**config.mk**
```make
export PLATFORM = sky130hd
export DESIGN_NAME = fetch_control_unit
export DESIGN_NICKNAME = d
export VERILOG_FILES = /design/src/rtl/fetch_control_unit.sv
export SDC_FILE = /design/constraint.sdc
export NUM_CORES = 1
export LEC_CHECK = 0
export BUFFER_PORTS_ARGS = -buffer_cell sky130_fd_sc_hd__buf_2
export CELL_PAD_IN_SITES_DETAIL_PLACEMENT = 0
export CELL_PAD_IN_SITES_GLOBAL_PLACEMENT = 1
export CORE_MARGIN = 2
export CORE_UTILIZATION = 43
export DETAILED_ROUTE_END_ITERATION = 6
export PLACE_DENSITY_LB_ADDON = 0.1
export SLEW_MARGIN = 0
export SYNTH_ARGS = -nofsm -noshare
export SYNTH_HDL_FRONTEND = slang
export SYNTH_SLANG_ARGS = --single-unit
export TNS_END_PERCENT = 10
```
**constraint.sdc**
```tcl
create_clock -name clk -period 8.6 [get_ports clk]
set_clock_uncertainty 0.15 [all_clocks]
set_input_delay 1.29 -clock clk [delete_from_list [all_inputs] [get_ports clk]]
set_output_delay 1.29 -clock clk [all_outputs]
set_load 0.03 [all_outputs]
```
**src/rtl/fetch_control_unit.sv**
```systemverilog
// Multicycle fetch/decode/control sequencer: fetches over a req/valid handshake,
// decodes a MIPS subset and drives datapath controls with strobes only in WRITEBACK.
module fetch_control_unit #(
    parameter logic [31:0] RESET_PC      = 32'h0,
    parameter int unsigned FETCH_TIMEOUT = 16
) (
    input  logic        clk,
    input  logic        rst,
    input  logic        start,
    output logic        imem_req,
    output logic [31:0] imem_addr,
    input  logic [31:0] imem_rdata,
    input  logic        imem_valid,
    output logic [31:0] instruction,
    output logic        RegDst,
    output logic        MemRead,
    output logic        MemtoReg,
    output logic [3:0]  ALUCtrl,
    output logic        MemWrite,
    output logic        ALUSrc,
    output logic        RegWrite,
    output logic        busy,
    output logic        halted,
    output logic [1:0]  fault,
    output logic [31:0] instr_count
);

    localparam int unsigned TW = $clog2(FETCH_TIMEOUT + 1);

    typedef enum logic [2:0] {
        S_IDLE,
        S_FETCH,
        S_DECODE,
        S_EXECUTE,
        S_WRITEBACK,
        S_HALTED
    } state_e;

    state_e      state_q, state_d;
    logic [31:0] pc_q, pc_d;
    logic [31:0] cnt_q, cnt_d;
    logic [TW-1:0] tcnt_q, tcnt_d;
    logic [31:0] instr_q, instr_d;
    logic [1:0]  fault_q, fault_d;
    logic        regdst_q, regdst_d;
    logic        memread_q, memread_d;
    logic        memtoreg_q, memtoreg_d;
    logic        alusrc_q, alusrc_d;
    logic [3:0]  aluctrl_q, aluctrl_d;
    logic        wreg_q, wreg_d;
    logic        wmem_q, wmem_d;
    logic        regwrite_q, regwrite_d;
    logic        memwrite_q, memwrite_d;

    logic        dec_ok, dec_halt, dec_regdst, dec_memread, dec_memtoreg, dec_alusrc;
    logic        dec_wreg, dec_wmem;
    logic [3:0]  dec_alu;

    always_comb begin
        dec_ok       = 1'b0;
        dec_halt     = 1'b0;
        dec_regdst   = 1'b0;
        dec_memread  = 1'b0;
        dec_memtoreg = 1'b0;
        dec_alusrc   = 1'b0;
        dec_wreg     = 1'b0;
        dec_wmem     = 1'b0;
        dec_alu      = 4'b0000;
        unique case (instr_q[31:26])
            6'h00: begin
                dec_regdst = 1'b1;
                dec_wreg   = 1'b1;
                dec_ok     = 1'b1;
                unique case (instr_q[5:0])
                    6'h20:   dec_alu = 4'b0010;
                    6'h22:   dec_alu = 4'b0110;
                    6'h24:   dec_alu = 4'b0000;
                    6'h25:   dec_alu = 4'b0001;
                    6'h27:   dec_alu = 4'b1100;
                    6'h2A:   dec_alu = 4'b0111;
                    default: dec_ok  = 1'b0;
                endcase
            end
            6'h23: begin
                dec_ok       = 1'b1;
                dec_alusrc   = 1'b1;
                dec_alu      = 4'b0010;
                dec_memread  = 1'b1;
                dec_memtoreg = 1'b1;
                dec_wreg     = 1'b1;
            end
            6'h2B: begin
                dec_ok     = 1'b1;
                dec_alusrc = 1'b1;
                dec_alu    = 4'b0010;
                dec_wmem   = 1'b1;
            end
            6'h08: begin
                dec_ok     = 1'b1;
                dec_alusrc = 1'b1;
                dec_alu    = 4'b0010;
                dec_wreg   = 1'b1;
            end
            6'h3F:   dec_halt = 1'b1;
            default: dec_ok   = 1'b0;
        endcase
    end

    always_comb begin
        state_d    = state_q;
        pc_d       = pc_q;
        cnt_d      = cnt_q;
        tcnt_d     = tcnt_q;
        instr_d    = instr_q;
        fault_d    = fault_q;
        regdst_d   = regdst_q;
        memread_d  = memread_q;
        memtoreg_d = memtoreg_q;
        alusrc_d   = alusrc_q;
        aluctrl_d  = aluctrl_q;
        wreg_d     = wreg_q;
        wmem_d     = wmem_q;
        regwrite_d = 1'b0;
        memwrite_d = 1'b0;
        unique case (state_q)
            S_IDLE: begin
                if (start) begin
                    tcnt_d  = '0;
                    state_d = S_FETCH;
                end
            end
            S_FETCH: begin
                if (imem_valid) begin
                    instr_d = imem_rdata;
                    state_d = S_DECODE;
                end else if (tcnt_q == TW'(FETCH_TIMEOUT - 1)) begin
                    fault_d = 2'b10;
                    state_d = S_HALTED;
                end else begin
                    tcnt_d = tcnt_q + TW'(1);
                end
            end
            S_DECODE: begin
                if (dec_halt) begin
                    cnt_d   = cnt_q + 32'd1;
                    state_d = S_HALTED;
                end else if (!dec_ok) begin
                    fault_d = 2'b01;
                    state_d = S_HALTED;
                end else begin
                    regdst_d   = dec_regdst;
                    memread_d  = dec_memread;
                    memtoreg_d = dec_memtoreg;
                    alusrc_d   = dec_alusrc;
                    aluctrl_d  = dec_alu;
                    wreg_d     = dec_wreg;
                    wmem_d     = dec_wmem;
                    state_d    = S_EXECUTE;
                end
            end
            S_EXECUTE: begin
                // Strobes are registered here so they appear only for the WRITEBACK cycle.
                regwrite_d = wreg_q;
                memwrite_d = wmem_q;
                state_d    = S_WRITEBACK;
            end
            S_WRITEBACK: begin
                pc_d       = pc_q + 32'd4;
                cnt_d      = cnt_q + 32'd1;
                regdst_d   = 1'b0;
                memread_d  = 1'b0;
                memtoreg_d = 1'b0;
                alusrc_d   = 1'b0;
                aluctrl_d  = '0;
                wreg_d     = 1'b0;
                wmem_d     = 1'b0;
                tcnt_d     = '0;
                state_d    = S_FETCH;
            end
            S_HALTED: state_d = S_HALTED;
            default:  state_d = S_IDLE;
        endcase
    end

    always_ff @(posedge clk or posedge rst) begin
        if (rst) begin
            state_q    <= S_IDLE;
            pc_q       <= RESET_PC;
            cnt_q      <= '0;
            tcnt_q     <= '0;
            instr_q    <= '0;
            fault_q    <= '0;
            regdst_q   <= 1'b0;
            memread_q  <= 1'b0;
            memtoreg_q <= 1'b0;
            alusrc_q   <= 1'b0;
            aluctrl_q  <= '0;
            wreg_q     <= 1'b0;
            wmem_q     <= 1'b0;
            regwrite_q <= 1'b0;
            memwrite_q <= 1'b0;
        end else begin
            state_q    <= state_d;
            pc_q       <= pc_d;
            cnt_q      <= cnt_d;
            tcnt_q     <= tcnt_d;
            instr_q    <= instr_d;
            fault_q    <= fault_d;
            regdst_q   <= regdst_d;
            memread_q  <= memread_d;
            memtoreg_q <= memtoreg_d;
            alusrc_q   <= alusrc_d;
            aluctrl_q  <= aluctrl_d;
            wreg_q     <= wreg_d;
            wmem_q     <= wmem_d;
            regwrite_q <= regwrite_d;
            memwrite_q <= memwrite_d;
        end
    end

    assign imem_req    = (state_q == S_FETCH);
    assign imem_addr   = pc_q;
    assign instruction = instr_q;
    assign RegDst      = regdst_q;
    assign MemRead     = memread_q;
    assign MemtoReg    = memtoreg_q;
    assign ALUCtrl     = aluctrl_q;
    assign ALUSrc      = alusrc_q;
    assign RegWrite    = regwrite_q;
    assign MemWrite    = memwrite_q;
    assign busy        = (state_q != S_IDLE) && (state_q != S_HALTED);
    assign halted      = (state_q == S_HALTED);
    assign fault       = fault_q;
    assign instr_count = cnt_q;

endmodule
```
==> results of run 1 <==
==> metal layers <==
metal | vias to the layer above | part of all wire | GRT usage
met5 | - | 0 | 0
li1 | 1878 | - | -
met4 | 0 | 0.0055 | 0.0602
met3 | 4 | 0.066 | 0.0653
met1 | 1859 | 0.46 | 0.245
met2 | 105 | 0.47 | 0.280
==> cell families after synthesis <==
| family | Yosys count | synth area share |
|---|---|---|
| compound gates | 35 | 0.0422 |
| mux | 33 | 0.0721 |
| other cells | 1 | 0.000730 |
| fa+ha+maj | 4 | 0.00975 |
| flops | 115 | 0.561 |
| xor+xnor | 59 | 0.101 |
| buf+inv | 27 | 0.0266 |
| simple gates | 177 | 0.187 |
==> final cells by class <==
type	count	area [um2]
Sequential cell	115	2880
Inverter	12	47.5
Tap cell	143	179
Timing Repair Buffer	145	728
Fill cell	1026	4980
Clock buffer	27	513
Multi-Input combinational cell	310	2120
Clock inverter	4	70.1
==> power by group through the flow <==
stage / Combinational, mW / Clock (mW) / Sequential, mW
6_report: 0.627 / 0.685 / 0.774
5_1_grt: 0.680 / 0.731 / 0.794
4_1_cts: 0.635 / 0.704 / 0.773
3_5_place_dp: 0.634 / 0 / 0.782
3_3_place_gp: 0.624 / 0 / 0.777
2_1_floorplan: 0.286 / 0 / 0.947
==> state kept, by name, summed over array words and instances, names as in the netlist <==
register	flops
imem_addr	30
ALUCtrl	4
RegWrite	1
instruction	32
RegDst	1
state_q	3
wreg_q	1
ALUSrc	1
tcnt_q	5
fault	2
instr_count	32
MemWrite	1
MemtoReg	1
wmem_q	1
==> worst max-delay path, delay by kind of cell, from the launching register on <==
family        cells  cell delay [ps]
simple gates      2              360
buf+inv           2              410
flops             1              560
==> cells in the final DEF (no fill, tap or decap), types with 16 or more instances in the layout <==
| cell type | instances |
|---|---|
| xor2_1 | 20 |
| buf_2 | 144 |
| xnor2_1 | 39 |
| nand3_1 | 30 |
| nor2_1 | 25 |
| o21ai_0 | 16 |
| nand4_1 | 23 |
| mux2_2 | 32 |
| nand2_1 | 44 |
| clkbuf_16 | 17 |
| dfrtp_1 | 115 |
==> worst max path at each step <==
stage	startpoint	end	depth (start not counted)
finish	state_q[0]	imem_req	4
global route	state_q[0]	imem_req	4
CTS	state_q[0]	imem_req	4
detailed placement	rst	instr_count[29]	3
global placement	rst	instr_count[28]	3
floorplan	rst	ALUCtrl[0]	1
==> metrics by stage <==
stage,util,instances
3_3_place_gp,0.517,725
5_1_grt,0.568,756
2_1_floorplan,-,452
3_5_place_dp,0.517,725
6_report,0.568,756
4_1_cts,0.568,756
==> metrics.cfg, run 1 <==
[drt]
vias=3846
drcViolationCount=9
routed_wl_um=11200
first_pass_iters=6
drt-initial-drc-count=192
antenna_left=0
vias_per_cell=5.09
routedWlPerCell_um=14.8

[timing]
worst_hold_slack_ps=311
finalMaxSlewViolations=0
hold_violations=0
fin_ws_ps=5430
max_clock_freq_mhz=315
rsz0062_at_grt=false
tns_ps=0
finalCritPeriodShare=0.369
tightest_slew_ps=950
setup_viol=0
max_slew_margin=0.362
min_period_ps=3170

[finish]
drive_gt1_frac=0.349
num_antenna_cells=0
area.growth.synth_to_final_pct=27.4
final_area_um2=6540
layout.nets=641

[floorplanning]
pin_count=147
core-area_um2=11500
die_x_um=113
start_util=0.446
die_h_um=113
rows=39
dieArea_um2=12800

[synth]
synth_area_um2=5130
synth.top_cells.by_count=115 x dfrtp_1, 44 x nand2_1, 39 x xnor2_1
ys_ff_latch=115
yosys-top-cells-area=dfrtp_1 56%, mux2_2 7.0%, xnor2_1 6.7%
synth-seq-area-share=0.561
syn_inst=451
synth_top_area_frac=0.561
async_flop_share=1.00
synth.most_common_cell=dfrtp_1
synth_cell_types=50
yosys.area.top_type=dfrtp_1
yosys_warnings=0
synthFlopType=dfrtp_1
syn_avg_cell_area_um2=11.4
synth_edf_count=0

[setup_path]
crit_chain=and2b_1 -> nand2b_1 -> inv_1 -> buf_2
startpoint_type=flip-flop
cp-end-kind=output port
crit_required_ps=7160
timing.rr.start=state_q[1]
reg2reg_depth=5
crit_type=flip-flop to output port
r2r_setup_slack_ps=5890
slowest_stage=dfrtp_1
worstPathArrival_ps=1730
timing.rr.end=wmem_q
crit_fanout=13
slowest_delay_ps=560

[placement]
dp_hpwl_um=7990
portBuffers=144
post_dp_cell_area_um2=5960
place.gp.congestion=0.798
place_ws_ps=5670

[job]
max-cap-violations=0

[power]
power.density_nw_per_um2=319
p_clk_frac=0.328
p_leak_nw=3.29
comb_power_share=0.301
switching_power_mw=0.746
p_total_mw=2.09
switching_share=0.358
power.internal_mw=1.34
ir_drop_uv=246
seqPwrFrac=0.371

[global_route]
grt_pass1_vias=3808
antenna_found_initial=0
grt_overflow_total=0
grt_start_max_net_pins=77
grtUsageTotal=0.183
grt_pass1_wl_um=18600

[clock_network]
cts.sink_count=115
h-tree-depth=4
cts_buffer_depth=2
clk_pin_slew_worst_paths_ps=50
ctsResizeCount=0
cts_setup_buffers=0
hold_buffers=0
cts_tree=built
clock_latency_ps=400
cts_root_buffer=clkbuf_16
cts_buffers=17

[hold_path]
hp-class=flip-flop to flip-flop
min_to=imem_addr[31]
min_from=imem_addr[31]
hold_depth=1

[status]
status=finished with violations
violations=design-rule violations

No activity file was read; power rests on OpenSTA's default activity.
==> run 2: changes to the inputs <==
--- a/config.mk
+++ b/config.mk
@@ -9,7 +9,7 @@
 export CELL_PAD_IN_SITES_DETAIL_PLACEMENT = 0
 export CELL_PAD_IN_SITES_GLOBAL_PLACEMENT = 1
 export CORE_MARGIN = 2
-export CORE_UTILIZATION = 43
+export CORE_UTILIZATION = 40
 export DETAILED_ROUTE_END_ITERATION = 6
 export PLACE_DENSITY_LB_ADDON = 0.1
 export SLEW_MARGIN = 0
==> constraint.sdc (replaced) <==
create_clock -name clk -period 3.1 [get_ports clk]
set_clock_uncertainty 0.15 [all_clocks]
set_input_delay 0.465 -clock clk [delete_from_list [all_inputs] [get_ports clk]]
set_output_delay 0.465 -clock clk [all_outputs]
set_load 0.03 [all_outputs]
==> run 2 against run 1 <==
Compared with the run above:
- the flow now finishes without violations
- routed wire length increased by 3.0%
- die area increased by 7.2%
- cell count increased by 4.6%
- combinational power increased to 2.8 times the previous value
- sequential share of layout area decreased by 0.66 points
- global-route usage decreased by 0.60 points
- count of clock-buffer cells in the layout increased by 1
- critical path depth increased by 1
- setup slack got worse by 4800 ps
- flip-flop and latch count unchanged
- clock power increased to 2.7 times the previous value
- final area increased by 1.5%
- critical path type is now flip-flop to flip-flop
==> metrics.cfg, run 2 (same netlist as run 1, synthesis figures left out) <==
[status]
status=complete, no violations

[setup_path]
cp_top_family=simple AND/OR/NAND/NOR gates
startpoint_type=flip-flop
crit_chain=nor3b_1 -> a31o_2 -> nand4_1 -> nor4_1 -> xor2_1
crit_fanout=16
slowest_delay_ps=570
crit_required_ps=3290
timing.critical_path.buf_inv=0
worstPathArrival_ps=2680
cp-end-kind=flip-flop
path_depth=5
slowest_stage=dfrtp_1
reg2reg_depth=5
crit_type=flip-flop to flip-flop

[timing]
min_period_ps=2490
max_clock_freq_mhz=401
setup_viol=0
fin_ws_ps=607
hold_violations=0
finalCritPeriodShare=0.804
max_slew_margin=0.577
finalMaxSlewViolations=0
tns_ps=0
rsz0062_at_grt=false
tightest_slew_ps=628
worst_hold_slack_ps=106

[placement]
place_ws_ps=592
place.gp.congestion=0.815
portBuffers=144
dp.cells=759
dp_hpwl_um=8200

[hold_path]
hold_depth=3
hp-class=primary input to flip-flop

[finish]
num_antenna_cells=0
layout.nets=647
fin_cells=791
drive_gt1_frac=0.359
final_common_cell=buf_2
area.growth.synth_to_final_pct=29.3
post-route-util=0.528
layout_common_cells=144 x buf_2, 115 x dfrtp_1, 44 x nand2_1, 39 x xnor2_1, 32 x mux2_2

[drt]
drcViolationCount=0
first_pass_iters=4
routedWlPerCell_um=14.5
vias=3888
vias_per_cell=4.92
routed_wl_um=11500
drt-initial-drc-count=269
antenna_left=0

[power]
p_leak_nw=3.32
ir_drop_uv=607
power.density_nw_per_um2=867

[floorplanning]
dieArea_um2=13800
start_util=0.408
die_h_um=117
pin_count=147
core-area_um2=12600
die_x_um=117
rows=41

[global_route]
grt_overflow_total=0
grtUsageTotal=0.177
antenna_found_initial=0
grt_pass1_wl_um=18500
grt_pass1_vias=3728
grt_start_max_net_pins=66

[clock_network]
h-tree-depth=4
cts_buffer_depth=2
cts_root_buffer=clkbuf_16
clk_pin_slew_worst_paths_ps=50
clock_latency_ps=410
cts_setup_buffers=0
cts.sink_count=115
cts_tree=built
cts_buffers=17

[job]
max-cap-violations=0

[run 2: cell count changes in the layout (fill, tap and decap cells not counted)]
cell / previous run / this run
clkbuf_8: 5 / 9
clkinvlp_4: 0 / 1
buf_12: 0 / 2
clkinv_2: 2 / 3
clkbuf_1: 5 / 2
buf_4: 1 / 4
bufinv_16: 2 / 0
dlygate4sd3_1: 0 / 1
inv_4: 1 / 0
[run 2: report_power, final]
| group | switching (mW) | internal [mW] |
|---|---|---|
| clock | 0.635 | 1.20 |
| combinational | 1.13 | 0.648 |
| sequential | 0.317 | 1.82 |
| total | 2.09 | 3.67 |
[run 2: cell type report]
class | count | area, um2
Timing Repair Buffer | 151 | 801
Tap cell | 172 | 215
Fill cell | 1139 | 5930
Multi-Input combinational cell | 310 | 2120
Inverter | 12 | 48.8
Clock buffer | 28 | 557
Clock inverter | 3 | 15.0
Sequential cell | 115 | 2880
[run 2: final timing paths]
path	start	endpoint	slack, ps
worst max-delay path	state_q[1]	instr_count[24]	610
worst min-delay path	imem_rdata[0]	instruction[0]	110
worst min register to register	instr_count[31]	instr_count[31]	310
max in group asynchronous	rst	imem_addr[26]	1530
worst max register to register	state_q[1]	instr_count[24]	610
min in group asynchronous	rst	tcnt_q[4]	530
[run 2: repair_timing]
action,4_1_cts,5_1_grt
endpoints found under the hold margin,25,0
gates resized for setup,0,0
hold buffers,1,0
endpoints found under the setup margin,0,0
[run 2: worst min-delay path: stages]
cell and delay [ps]:
buf_2 70, nand2_1 30, o21ai_0 50
[run 2: stage by stage]
stage               instance area [um2]  power, mW
finish                             6640       5.75
global route                       6640       6.08
CTS                                6640       5.82
detailed placement                 6060       3.95
global placement                   6060       3.92
floorplan                          5140       3.42
[run 2: layer usage]
layer	global-route usage	up-vias	wire (um)
li1	-	1898	-
met1	0.233	1882	5300
met2	0.266	98	5410
met3	0.0628	10	700
met4	0.0753	0	86
met5	0	-	0
==> run 3: changes to the inputs <==
--- a/config.mk
+++ b/config.mk
@@ -5,11 +5,12 @@
 export SDC_FILE = /design/constraint.sdc
 export NUM_CORES = 1
 export LEC_CHECK = 0
+export ABC_AREA = 1
 export BUFFER_PORTS_ARGS = -buffer_cell sky130_fd_sc_hd__buf_2
 export CELL_PAD_IN_SITES_DETAIL_PLACEMENT = 0
 export CELL_PAD_IN_SITES_GLOBAL_PLACEMENT = 1
 export CORE_MARGIN = 2
-export CORE_UTILIZATION = 40
+export CORE_UTILIZATION = 39
 export DETAILED_ROUTE_END_ITERATION = 6
 export PLACE_DENSITY_LB_ADDON = 0.1
 export SLEW_MARGIN = 0
==> constraint.sdc (replaced) <==
create_clock -name clk -period 2.4 [get_ports clk]
set_clock_uncertainty 0.15 [all_clocks]
set_input_delay 0.36 -clock clk [delete_from_list [all_inputs] [get_ports clk]]
set_output_delay 0.36 -clock clk [all_outputs]
set_load 0.03 [all_outputs]
==> run 3 against run 2 <==
Compared with the run above:
- the run now ends with negative hold slack left
- synthesized cell count grew 46%
- global-route usage grew 1.3 points
- first-iteration DRC count shrank 32%
- critical path depth shrank 1
- final area grew 12%
- via count grew 24%
- total power grew 34%
- non-clock buffer count grew 24
- sequential share of layout area shrank 4.5 points
- area after synthesis grew 10%
- cell count grew 31%
- critical path type is now flip-flop to output port
- sequential power grew 27%
==> metrics.cfg, run 3 <==
[global_route]
grt_pass1_vias=4926
antenna_found_initial=0
grtUsageTotal=0.190
grt_start_max_net_pins=116
grt_overflow_total=0
grt_pass1_wl_um=23900

[floorplanning]
rows=44
dieArea_um2=15500
start_util=0.394
core-area_um2=14400
pin_count=147
die_x_um=124
die_h_um=124

[clock_network]
cts_buffers=17
hold_buffers=25
cts_buffer_depth=2
ctsResizeCount=0
cts_setup_buffers=0
cts_tree=built
cts.sink_count=115
h-tree-depth=4
clock_latency_ps=410
cts_root_buffer=clkbuf_16
clk_pin_slew_worst_paths_ps=50

[setup_path]
crit_type=flip-flop to output port
timing.rr.start=instruction[4]
crit_fanout=4
worstPathArrival_ps=1640
cp-end-kind=output port
reg2reg_depth=9
timing.rr.end=ALUCtrl[2]
startpoint_type=flip-flop
crit_required_ps=1890
r2r_setup_slack_ps=310
cp-startpoint=state_q[0]

[drt]
routedWlPerCell_um=13.5
drt-initial-drc-count=183
vias_per_cell=4.68
routed_wl_um=14000
first_pass_iters=7
vias=4840
antenna_left=0
drcViolationCount=0

[placement]
dp_hpwl_um=9990
place.gp.congestion=0.787
portBuffers=144
place_ws_ps=325
dp.cells=978

[synth]
synth_edf_count=0
synth_top_area_frac=0.509
syn_inst=657
synth-seq-area-share=0.509
yosys.area.top_type=dfrtp_1
ys_ff_latch=115
synth_cell_types=38
synth.top_cells.by_count=208 x nand2_1, 115 x dfrtp_1, 67 x inv_1
syn_avg_cell_area_um2=8.61
synth.most_common_cell=nand2_1
async_flop_share=1.00
synth_area_um2=5650
yosys_warnings=0
synthFlopType=dfrtp_1
yosys-top-cells-area=dfrtp_1 51%, nand2_1 14%, xor2_1 6.5%

[finish]
num_antenna_cells=0
drive_gt1_frac=0.241
fillerInstances=1412
fin_cells=1034
final_common_cell=nand2_1
post-route-util=0.516
area.growth.synth_to_final_pct=31.1
layout_common_cells=208 x nand2_1, 144 x buf_2, 115 x dfrtp_1, 66 x inv_1, 58 x nor2_1
layout.nets=878

[timing]
max_clock_freq_mhz=465
fin_ws_ps=249
tns_ps=0
finalCritPeriodShare=0.896
max_slew_margin=0.567
min_period_ps=2150
worst_hold_slack_ps=-38.1
finalMaxSlewViolations=0
setup_viol=0
tightest_slew_ps=649
rsz0062_at_grt=false
hold_violations=37

[power]
p_leak_nw=4.11
ir_drop_uv=569
p_total_mw=7.70
power.density_nw_per_um2=1040

[status]
status=finished with violations
violations=negative hold slack

[job]
max-cap-violations=0

[hold_path]
hp-class=primary input to asynchronous set/reset pin

[run 3: stage by stage]
step           instance area, um2  hold WS, ps
2_1_floorplan                5660          309
3_3_place_gp                 6580          299
3_5_place_dp                 6580          303
4_1_cts                      7410        0.382
5_1_grt                      7410         9.96
6_report                     7410        -38.1
[run 3: logic make-up after synthesis]
| logic type | share of synthesized area |
|---|---|
| AND/OR/NAND/NOR | 0.299 |
| other | 0.000663 |
| AO/OA/AOI/OAI | 0.0283 |
| XOR/XNOR | 0.0883 |
| multiplexers | 0.00177 |
| adder cells (fa/ha/maj) | 0.00885 |
| flip-flops | 0.509 |
| buffers and inverters | 0.0642 |
[run 3: power by group]
| part | leakage (nW) | switching [mW] | internal, mW |
|---|---|---|---|
| combinational | 2.28 | 1.79 | 0.711 |
| clock | 0.287 | 0.841 | 1.66 |
| sequential | 1.54 | 0.341 | 2.36 |
| total | 4.11 | 2.98 | 4.73 |
[run 3: worst max path at each step]
stage                      endpoint  cells past startpoint
finish                         busy                      4
detailed placement       ALUCtrl[2]                      9
floorplan                      busy                      3
global placement         ALUCtrl[2]                      9
global route        instr_count[20]                      9
CTS                            busy                      4
[run 3: area by class of cell]
| cell class | instances | area, um2 | area share |
|---|---|---|---|
| clock buffer | 27 | 513 | 0.0692 |
| clock inverter | 4 | 70.1 | 0.00945 |
| inverter | 70 | 274 | 0.0370 |
| multi-input combinational | 459 | 2420 | 0.326 |
| sequential | 115 | 2880 | 0.388 |
| tap | 184 | 230 | 0.0311 |
| timing repair buffer | 175 | 1030 | 0.139 |
[run 3: critical path: stages (launching register included)]
cell and delay, ps:
dfrtp_1 420, inv_1 110, nor3_1 400, a21oi_1 90, buf_2 200
[run 3: metal layers]
layer	vias to the layer above	routed length [um]	global-route usage
met4	0	190	0.0615
met1	2278	6370	0.243
li1	2436	-	-
met3	16	733	0.0528
met2	110	6660	0.313
met5	-	0	0
